===== config.mk =====
export PLATFORM = sky130hd
export DESIGN_NAME = booth_complement_divider_flat
export DESIGN_NICKNAME = d
export VERILOG_FILES = /design/src/rtl/booth_complement_divider_if.sv /design/src/rtl/booth_complement_divider.sv /design/src/flat_wrapper.sv
export SDC_FILE = /design/constraint.sdc
export NUM_CORES = 1
export LEC_CHECK = 0
export BUFFER_PORTS_ARGS = -buffer_cell sky130_fd_sc_hd__buf_2
export CAP_MARGIN = 5
export CORE_MARGIN = 8
export CORE_UTILIZATION = 45
export CTS_CLUSTER_DIAMETER = 80
export DETAILED_ROUTE_END_ITERATION = 7
export MAX_ROUTING_LAYER = met4
export SYNTH_ARGS = -nofsm -noshare
export SYNTH_HDL_FRONTEND = slang
export SYNTH_SLANG_ARGS = --single-unit

===== constraint.sdc =====
create_clock -name CLOCK -period 3.6 [get_ports CLOCK]
set_input_delay 0.18 -clock CLOCK [delete_from_list [all_inputs] [get_ports CLOCK]]
set_output_delay 0.18 -clock CLOCK [all_outputs]
set_load 0.03 [all_outputs]

===== src/rtl/booth_complement_divider_if.sv =====
// Handshake and operand/result bundle for the signed restoring divider.
// Master drives the request side, slave returns results and status.
interface booth_complement_divider_if #(
  parameter int size = 8
);
  logic            START;
  logic [size-1:0] A;
  logic [size-1:0] B;
  logic [size-1:0] Q;
  logic [size-1:0] R;
  logic            READY;
  logic            DONE;
  logic            DIV_BY_ZERO;

  modport master (
    output START, A, B,
    input  Q, R, READY, DONE, DIV_BY_ZERO
  );

  modport slave (
    input  START, A, B,
    output Q, R, READY, DONE, DIV_BY_ZERO
  );
endinterface


===== src/rtl/booth_complement_divider.sv =====
// Signed shift-and-subtract (restoring) divider, one quotient bit per clock.
// Magnitudes are divided unsigned; signs are applied in the FIX step.
module booth_complement_divider #(
  parameter int size = 8
) (
  input logic                   CLOCK,
  input logic                   RESET,
  booth_complement_divider_if.slave bus
);
  localparam int CW = $clog2(size + 1);
  localparam logic [CW-1:0] CNT_INIT = CW'(size);
  localparam logic [CW-1:0] CNT_ONE  = CW'(1);

  typedef enum logic [1:0] {
    IDLE,
    ITER,
    FIX,
    FINISH
  } state_t;

  state_t          state;
  state_t          state_n;
  logic [size:0]   rem;
  logic [size-1:0] quo;
  logic [size-1:0] dvs;
  logic [CW-1:0]   cnt;
  logic            sign_q;
  logic            sign_r;
  logic            zf;
  logic [size-1:0] q_r;
  logic [size-1:0] r_r;
  logic            done_r;
  logic            dbz_r;

  logic [size-1:0] a_mag;
  logic [size-1:0] b_mag;
  logic [size:0]   rem_sh;
  logic [size-1:0] quo_sh;
  logic [size:0]   trial;

  assign bus.Q           = q_r;
  assign bus.R           = r_r;
  assign bus.DONE        = done_r;
  assign bus.DIV_BY_ZERO = dbz_r;
  assign bus.READY       = (state == IDLE);

  // Operand magnitudes and one restoring trial step
  always_comb begin
    a_mag  = bus.A;
    b_mag  = bus.B;
    if (bus.A[size-1]) a_mag = '0 - bus.A;
    if (bus.B[size-1]) b_mag = '0 - bus.B;
    rem_sh = {rem[size-1:0], quo[size-1]};
    quo_sh = {quo[size-2:0], 1'b0};
    trial  = rem_sh - {1'b0, dvs};
  end

  // Control state register
  always_ff @(posedge CLOCK or posedge RESET) begin
    if (RESET) state <= IDLE;
    else       state <= state_n;
  end

  // Next-state decode
  always_comb begin
    state_n = state;
    unique case (state)
      IDLE: begin
        if (bus.START) begin
          if (bus.B == '0) state_n = FIX;
          else             state_n = ITER;
        end
      end
      ITER:   if (cnt == CNT_ONE) state_n = FIX;
      FIX:    state_n = FINISH;
      FINISH: state_n = IDLE;
      default: state_n = IDLE;
    endcase
  end

  // Datapath: operand capture, iteration, sign fix-up and result hold
  always_ff @(posedge CLOCK or posedge RESET) begin
    if (RESET) begin
      rem    <= '0;
      quo    <= '0;
      dvs    <= '0;
      cnt    <= '0;
      sign_q <= 1'b0;
      sign_r <= 1'b0;
      zf     <= 1'b0;
      q_r    <= '0;
      r_r    <= '0;
      done_r <= 1'b0;
      dbz_r  <= 1'b0;
    end else begin
      done_r <= 1'b0;
      unique case (state)
        IDLE: begin
          if (bus.START) begin
            rem <= '0;
            cnt <= CNT_INIT;
            if (bus.B == '0) begin
              quo <= bus.A;
              dvs <= '0;
              zf  <= 1'b1;
            end else begin
              quo    <= a_mag;
              dvs    <= b_mag;
              sign_q <= bus.A[size-1] ^ bus.B[size-1];
              sign_r <= bus.A[size-1];
              zf     <= 1'b0;
            end
          end
        end
        ITER: begin
          cnt <= cnt - CNT_ONE;
          if (!trial[size]) begin
            rem <= trial;
            quo <= {quo_sh[size-1:1], 1'b1};
          end else begin
            rem <= rem_sh;
            quo <= quo_sh;
          end
        end
        FIX: begin
          done_r <= 1'b1;
          if (zf) begin
            q_r   <= '1;
            r_r   <= quo;
            dbz_r <= 1'b1;
          end else begin
            q_r   <= sign_q ? ('0 - quo) : quo;
            r_r   <= sign_r ? ('0 - rem[size-1:0])
                            : rem[size-1:0];
            dbz_r <= 1'b0;
          end
        end
        FINISH: ;
        default: ;
      endcase
    end
  end
endmodule


===== src/flat_wrapper.sv =====
// flat-port wrapper written by rule: the top's interface ports become plain ports
module booth_complement_divider_flat 
#(
  parameter int size = 8
)
  (CLOCK, RESET, bus_START, bus_A, bus_B, bus_Q, bus_R, bus_READY, bus_DONE, bus_DIV_BY_ZERO);
  booth_complement_divider_if #(.size(size)) bus_i ();
  input logic CLOCK;
  input logic RESET;
  input wire logic [$bits(bus_i.START)-1:0] bus_START;
  input wire logic [$bits(bus_i.A)-1:0] bus_A;
  input wire logic [$bits(bus_i.B)-1:0] bus_B;
  output wire logic [$bits(bus_i.Q)-1:0] bus_Q;
  output wire logic [$bits(bus_i.R)-1:0] bus_R;
  output wire logic [$bits(bus_i.READY)-1:0] bus_READY;
  output wire logic [$bits(bus_i.DONE)-1:0] bus_DONE;
  output wire logic [$bits(bus_i.DIV_BY_ZERO)-1:0] bus_DIV_BY_ZERO;
  assign bus_i.START = bus_START;
  assign bus_i.A = bus_A;
  assign bus_i.B = bus_B;
  assign bus_Q = bus_i.Q;
  assign bus_R = bus_i.R;
  assign bus_READY = bus_i.READY;
  assign bus_DONE = bus_i.DONE;
  assign bus_DIV_BY_ZERO = bus_i.DIV_BY_ZERO;
  booth_complement_divider #(.size(size)) u_core (.CLOCK(CLOCK), .RESET(RESET), .bus(bus_i));
endmodule

==> summary.txt, run 1 <==
Synthesis
  • Syn Inst Count: 355
  • Most frequent cells after synthesis: dfrtp_1, nand2_1, o21ai_0
  • Flops & latches, synth: 51
  • Post-Syn Area: 3261 sq um
  • Top-count cell post-synth: dfrtp_1
  • Syn Area/Cell: 9.185 sq um
  • Yosys top cell by area: dfrtp_1
  • Top_reg_cell synth: dfrtp_1
  • Ys Warns: 0
  • Asr flop ratio synth: 100.0%
  • Area contributors post-synth: dfrtp_1, ha_1, mux2i_1
  • Seq/Total Area, Yosys: 39.14%
  • Syn nets: 392
  • Number of synthesized flops with an enable pin: 0
  • Unique masters post-synth: 48
  • Post-synth top area share: 39.14%

Die
  • Die Ht: 101.1 um
  • Core area: 7137 sq um
  • Chip width: 101.1 um
  • Die Area: 10230 sq um
  • Initial core utilization: 45.69%
  • FP Rows: 31
  • Io pins: 38

Finish
  • Fraction of layout cells with a size suffix above 1: 16.97%
  • N_diodes: 0
  • P&R area growth vs syn: 10.28%
  • Final cell count without fillers: 482
  • Layout fillers: 731
  • Fin nets: 419

Power and ir drop
  • IR drop worst, VDD: 0.3511 mV
  • Total power: 3.340 mW
  • Static Leak: 1.668 nW
  • Power density cells: 928.9 nW/um^2

Drt
  • DRT Wirelength: 6.877 mm
  • DR iter-0 viols: 89
  • Uppermost layer routed: met4
  • Drt wl/cell: 14.27 um
  • DRC: 0
  • Met3 WL post-DR: 273 um
  • DRT Pass-1 Iters: 4
  • Met1 wire length: 3.392 mm
  • Via count: 2521
  • Routed Antenna Nets: 0
  • Met2 wire length: 3.156 mm
  • Routed vias/inst: 5.230

Setup path
  • CP Launch Type: flop
  • Required time of the critical path: 3.77 ns
  • Setup slack, reg-to-reg: 1.19 ns
  • Delay-heaviest family, CP: adder cells
  • Crit-path cells: inv_1 > ha_1 > fa_1 > nor2b_1 > o211ai_1 > o2bb2ai_2 > xor2_4 > mux2i_1 > o21ai_0
  • Crit path to: u_core.rem[2]
  • R2R Path End: u_core.rem[2]
  • Worst setup EP type: flop
  • Worst path depth: 9
  • Crit path largest cell delay: 0.40 ns
  • Worst Setup SP: u_core.quo[7]
  • Buffers plus inverters on the worst setup path: 1
  • CP Class: flop to flop
  • Reg2reg path depth: 9
  • Worst R2R Start: u_core.quo[7]
  • Critical Path Fanout Max: 9
  • Critical Path AT: 2.58 ns
  • CP max stage cell: fa_1

Placed design
  • HPWL Detailed: 5.171 mm
  • Place WS: 1.202 ns
  • GP Congestion: 0.7777
  • Placed Cells: 474
  • Buffers on Ports: 37

STA
  • Final Hold Viols: 0
  • Setup tns final: 0 ns
  • Final period util: 67.00%
  • RSZ-0062 raised after global routing: no
  • Final setup violation count: 0
  • F_max: 414.6 MHz
  • Final Slew Violations: 0
  • Skew final: 0.01191 ns
  • Min cycle time layout: 2.412 ns
  • Max-slew headroom: 28.18%
  • Worst slew pin tran: 1.076 ns
  • Smallest hold slack: 0.1435 ns
  • Final WS setup: 1.188 ns

Clock tree
  • Clock Latency Late Sink: 0.30 ns
  • CTS Sinks: 51
  • CTS Root Cell: clkbuf_8
  • CTS resizes: 0
  • CTS clock-pin slew for the worst setup and hold paths: 0.10 ns
  • Max clock buf depth: 2
  • H-Tree Depth: 2
  • CTS tree: yes
  • CTS buffer count: 5
  • Postcts setup bufs: 0
  • # hold bufs at CTS: 0

Outcome
  • Status: finished, final reports clean

GRT
  • Largest net degree at the start of global routing: 52
  • First-pass GRT wire length: 11.79 mm
  • Remaining Overflow, GRT: 0
  • Initial antenna violation count: 0
  • Total GRT Usage: 14.65%
  • Number of global-route vias before repair: 2498

Flow run
  • Maximum Capacitance Violations: 0

Worst hold path
  • Hold crit path type: input pin to async pin
## worst min-delay path by stage
stage                               end  slack [ns]  cells after the start           from
after global routing      u_core.sign_r        0.17                      2       bus_A[7]
final                     u_core.rem[5]        0.14                      2          RESET
after global placement    u_core.cnt[3]        0.46                      1  u_core.cnt[3]
after CTS                 u_core.sign_r        0.17                      2       bus_A[7]
after detailed placement  u_core.cnt[3]        0.47                      1  u_core.cnt[3]
after floorplan           u_core.sign_r        0.33                      1       bus_A[7]
## per-stage QoR
| stage | util [%] | area [sq um] |
|---|---|---|
| final | 50.39 | 3596 |
| after global routing | 50.39 | 3596 |
| after CTS | 50.39 | 3596 |
| after detailed placement | 49.16 | 3508 |
| after global placement | 49.16 | 3508 |
| after floorplan | - | 3261 |
## placed cells by master (no fill, tap or decap), types with 2 or more instances in the layout
master	Yosys	layout
a211oi_1	7	7
clkbuf_8	0	5
xnor2_1	13	13
xor2_1	15	15
nand2b_1	3	3
o21ai_0	29	29
or3_1	6	6
dfrtp_1	51	51
nand3_1	4	4
o22ai_1	4	4
o211ai_1	2	2
o31ai_1	7	7
nand2_1	39	39
a31oi_1	9	9
nor3_1	5	5
ha_1	17	17
nor3b_1	2	2
nor2_1	26	26
inv_1	23	22
and3_1	3	3
mux2i_1	15	15
a21oi_1	14	14
nor2b_1	9	9
mux2_2	10	10
o21a_1	2	2
buf_2	1	37
a22o_1	2	2
clkinv_2	0	2
## where the power goes
| group | switching [mW] | leakage, nW | internal, mW |
|---|---|---|---|
| Sequential | 0.244 | 0.631 | 0.816 |
| Combinational | 1.13 | 0.988 | 0.818 |
| Clock | 0.198 | 0.0483 | 0.137 |
## flip-flops by register name, indices dropped and copies added, names as in the netlist
signal	flops
u_core.bus.R	8
u_core.bus.DONE	1
u_core.bus.DIV_BY_ZERO	1
u_core.quo	8
u_core.cnt	4
u_core.sign_r	1
u_core.dvs	8
u_core.rem	8
u_core.bus.Q	8
u_core.zf	1
u_core.state	2
u_core.sign_q	1
## layout make-up
cell class / count / area (sq um) / share of cell area, %
multi-input cells: 262 / 1826 / 50.77
well taps: 99 / 123.9 / 3.445
flip-flops and latches: 51 / 1276 / 35.49
clock buffers: 5 / 68.82 / 1.914
clock inverters: 3 / 18.77 / 0.5219
repair buffers: 38 / 192.7 / 5.358
inverters: 24 / 90.09 / 2.505
## layer usage
layer | vias up | track usage (%)
met5 | - | -
met4 | 0 | 4.124
met3 | 2 | 3.315
met2 | 39 | 22.87
met1 | 1193 | 18.55
li1 | 1287 | -
## logic make-up (layout without fill, tap and decap cells)
| logic type | Yosys count | after routing | share of synthesized area [%] |
|---|---|---|---|
| and+or+nand+nor | 104 | 104 | 15.85 |
| AOI/OAI and AO/OA | 86 | 86 | 16.58 |
| DFF | 51 | 51 | 39.14 |
| buffers and inverters | 42 | 70 | 4.873 |
| xor gates and xnor gates | 29 | 29 | 8.366 |
| muxes | 25 | 25 | 8.058 |
| adders and majority gates | 18 | 18 | 7.137 |
(Power assumes the default switching activity.)
==> run 2, diff against run 1 <==
Settings changed: PLACE_DENSITY from default to 0.67.
Clock period 3.6 ns to 2.15 ns, I/O delays scaled along.
==> run 2 against run 1 <==
Highest routed layer unchanged. The run now ends with negative hold slack, negative setup slack left. Final cell count up 6.0%. Power is 93% higher. Final area up 9.2%. Largest cell class unchanged.
==> summary.txt, run 2 (synthesized netlist as in run 1, its figures left out) <==
Drt
  • Routed vias/inst: 5.284 (+1.0%)
  • DRT Wirelength: 7.658 mm (+11%)
  • DRC: 0 (unchanged)
  • DRT Pass-1 Iters: 4 (unchanged)
  • Routed Antenna Nets: 0 (unchanged)
  • Drt wl/cell: 14.99 um (+5.0%)
  • DR iter-0 viols: 122 (+37%)
  • Via count: 2700 (+7.1%)

STA
  • Min cycle time layout: 2.167 ns (-0.2446 ns)
  • RSZ-0062 raised after global routing: yes
  • F_max: 461.4 MHz (+11%)
  • Final WS setup: -0.01728 ns (-1.205 ns)
  • Setup tns final: -0.02238 ns (-0.02238 ns)
  • Final period util: 100.8% (+34 points)
  • Final setup violation count: 2 (+2)
  • Worst slew pin tran: 0.9136 ns (-0.1622 ns)
  • Smallest hold slack: -0.01845 ns (-0.1620 ns)
  • Skew final: 0.01283 ns (+0.0009119 ns)
  • Final Slew Violations: 0 (unchanged)
  • Max-slew headroom: 39.01% (+11 points)
  • Final Hold Viols: 31 (+31)

GRT
  • Largest net degree at the start of global routing: 43 (-17%)
  • Total GRT Usage: 15.87% (+1.2 points)
  • Initial antenna violation count: 0 (unchanged)
  • First-pass GRT wire length: 12.64 mm (+7.3%)
  • Number of global-route vias before repair: 2694 (+7.8%)
  • Remaining Overflow, GRT: 0 (unchanged)

Placed design
  • GP Congestion: 0.8085 (+4.0%)
  • HPWL Detailed: 5.814 mm (+12%)
  • Placed Cells: 497 (+4.9%)
  • Buffers on Ports: 37 (unchanged)

Finish
  • Fin nets: 448 (+6.9%)
  • P&R area growth vs syn: 20.38%
  • Final cell count without fillers: 511 (+6.0%)
  • Most frequent cells in the layout: dfrtp_1, nand2_1, buf_2
  • Most common cell after layout, fill and taps aside: dfrtp_1
  • Fraction of layout cells with a size suffix above 1: 25.00% (+8.0 points)
  • N_diodes: 0 (unchanged)

Die
  • Die Area: 10230 sq um (unchanged)
  • Io pins: 38 (unchanged)
  • Initial core utilization: 45.69% (unchanged)
  • Core area: 7137 sq um (unchanged)
  • FP Rows: 31 (unchanged)
  • Chip width: 101.1 um (unchanged)
  • Die Ht: 101.1 um (unchanged)

Clock tree
  • H-Tree Depth: 2 (unchanged)
  • CTS buffer count: 5 (unchanged)
  • CTS tree: yes
  • Clock Latency Late Sink: 0.32 ns (+0.02 ns)
  • CTS Sinks: 51 (unchanged)
  • # hold bufs at CTS: 0 (unchanged)
  • CTS Root Cell: clkbuf_8
  • CTS clock-pin slew for the worst setup and hold paths: 0.10 ns (about the same)
  • Max clock buf depth: 2 (unchanged)

Setup path
  • Critical Path AT: 2.38 ns (-0.20 ns)
  • Crit path largest cell delay: 0.37 ns (-0.03 ns)
  • CP Class: flop to flop
  • Setup slack, reg-to-reg: -0.02 ns (-1.21 ns)
  • Crit-path cells: inv_2 > ha_4 > fa_2 > nor2b_2 > o211ai_1 > o2bb2ai_4 > xor2_4 > buf_12 > mux2i_1 > a22o_1
  • Worst setup EP type: flop
  • Required time of the critical path: 2.36 ns (-1.41 ns)
  • CP max stage cell: dfrtp_1
  • CP Launch Type: flop
  • Critical Path Fanout Max: 9 (unchanged)

Worst hold path
  • Hold crit path type: input pin to async pin

Power and ir drop
  • Total power: 6.439 mW (+93%)
  • IR drop worst, VDD: 0.5622 mV (+60%)
  • Static Leak: 1.844 nW (+11%)
  • Power density cells: 1641 nW/um^2 (+77%)

Outcome
  • Status: complete, but fails checks
  • Failing checks: negative hold slack, negative setup slack

Flow run
  • Maximum Capacitance Violations: 0 (unchanged)
-- run 2: layout make-up --
type	count	area, sq um
Clock inverter	3	43.79
Timing Repair Buffer	67	422.9
Sequential cell	51	1276
Inverter	24	90.09
Fill cell	682	3212
Multi-Input combinational cell	262	1899
Tap cell	99	123.9
Clock buffer	5	68.82
-- run 2: what timing repair did --
action	4_1_cts	5_1_grt
setup buffers	5	1
endpoints found under the setup margin	9	10
pin swaps	0	4
resized for setup	5	9
-- run 2: worst paths after layout --
check / startpoint / depth (start not counted) / to
worst max-delay path: u_core.quo[7] / 10 / u_core.rem[0]
worst min-delay path: RESET / 2 / u_core.bus.Q[7]
worst max register to register: u_core.quo[7] / 10 / u_core.rem[0]
worst min register to register: u_core.cnt[3] / 1 / u_core.cnt[3]
max in group asynchronous: RESET / 3 / u_core.cnt[0]
min in group CLOCK: bus_B[0] / 3 / u_core.dvs[0]
-- run 2: power by group --
group / total [mW] / internal [mW] / switching [mW]
clock: 0.685 / 0.347 / 0.338
combinational: 4.02 / 1.84 / 2.18
sequential: 1.73 / 1.37 / 0.366
-- run 2: per-stage QoR --
step,worst slack [ns],instance area [sq um],utilization (%)
after CTS,0.007868,3877,54.33
after detailed placement,-0.1119,3691,51.72
after floorplan,0.03032,3271,-
after global routing,-0.1057,3925,55.00
after global placement,-0.01635,3691,51.72
final,-0.01728,3925,55.00
-- run 2: per-layer routing --
| layer | global-route usage [%] | vias up | wire (um) |
|---|---|---|---|
| met5 | - | - | 0 |
| met4 | 5.498 | 0 | 141 |
| met3 | 2.901 | 11 | 386 |
| met2 | 25.76 | 67 | 3575 |
| met1 | 19.35 | 1277 | 3555 |
| li1 | - | 1345 | - |
-- run 2: worst max-delay path, delay by kind of cell, from the launching register on --
kind | cells | cell delay [ns]
DFF | 1 | 0.37
muxes | 1 | 0.12
adders and majority gates | 2 | 0.50
buffers and inverters | 2 | 0.22
xor gates and xnor gates | 1 | 0.17
AOI/OAI and AO/OA | 3 | 0.54
and+or+nand+nor | 1 | 0.14
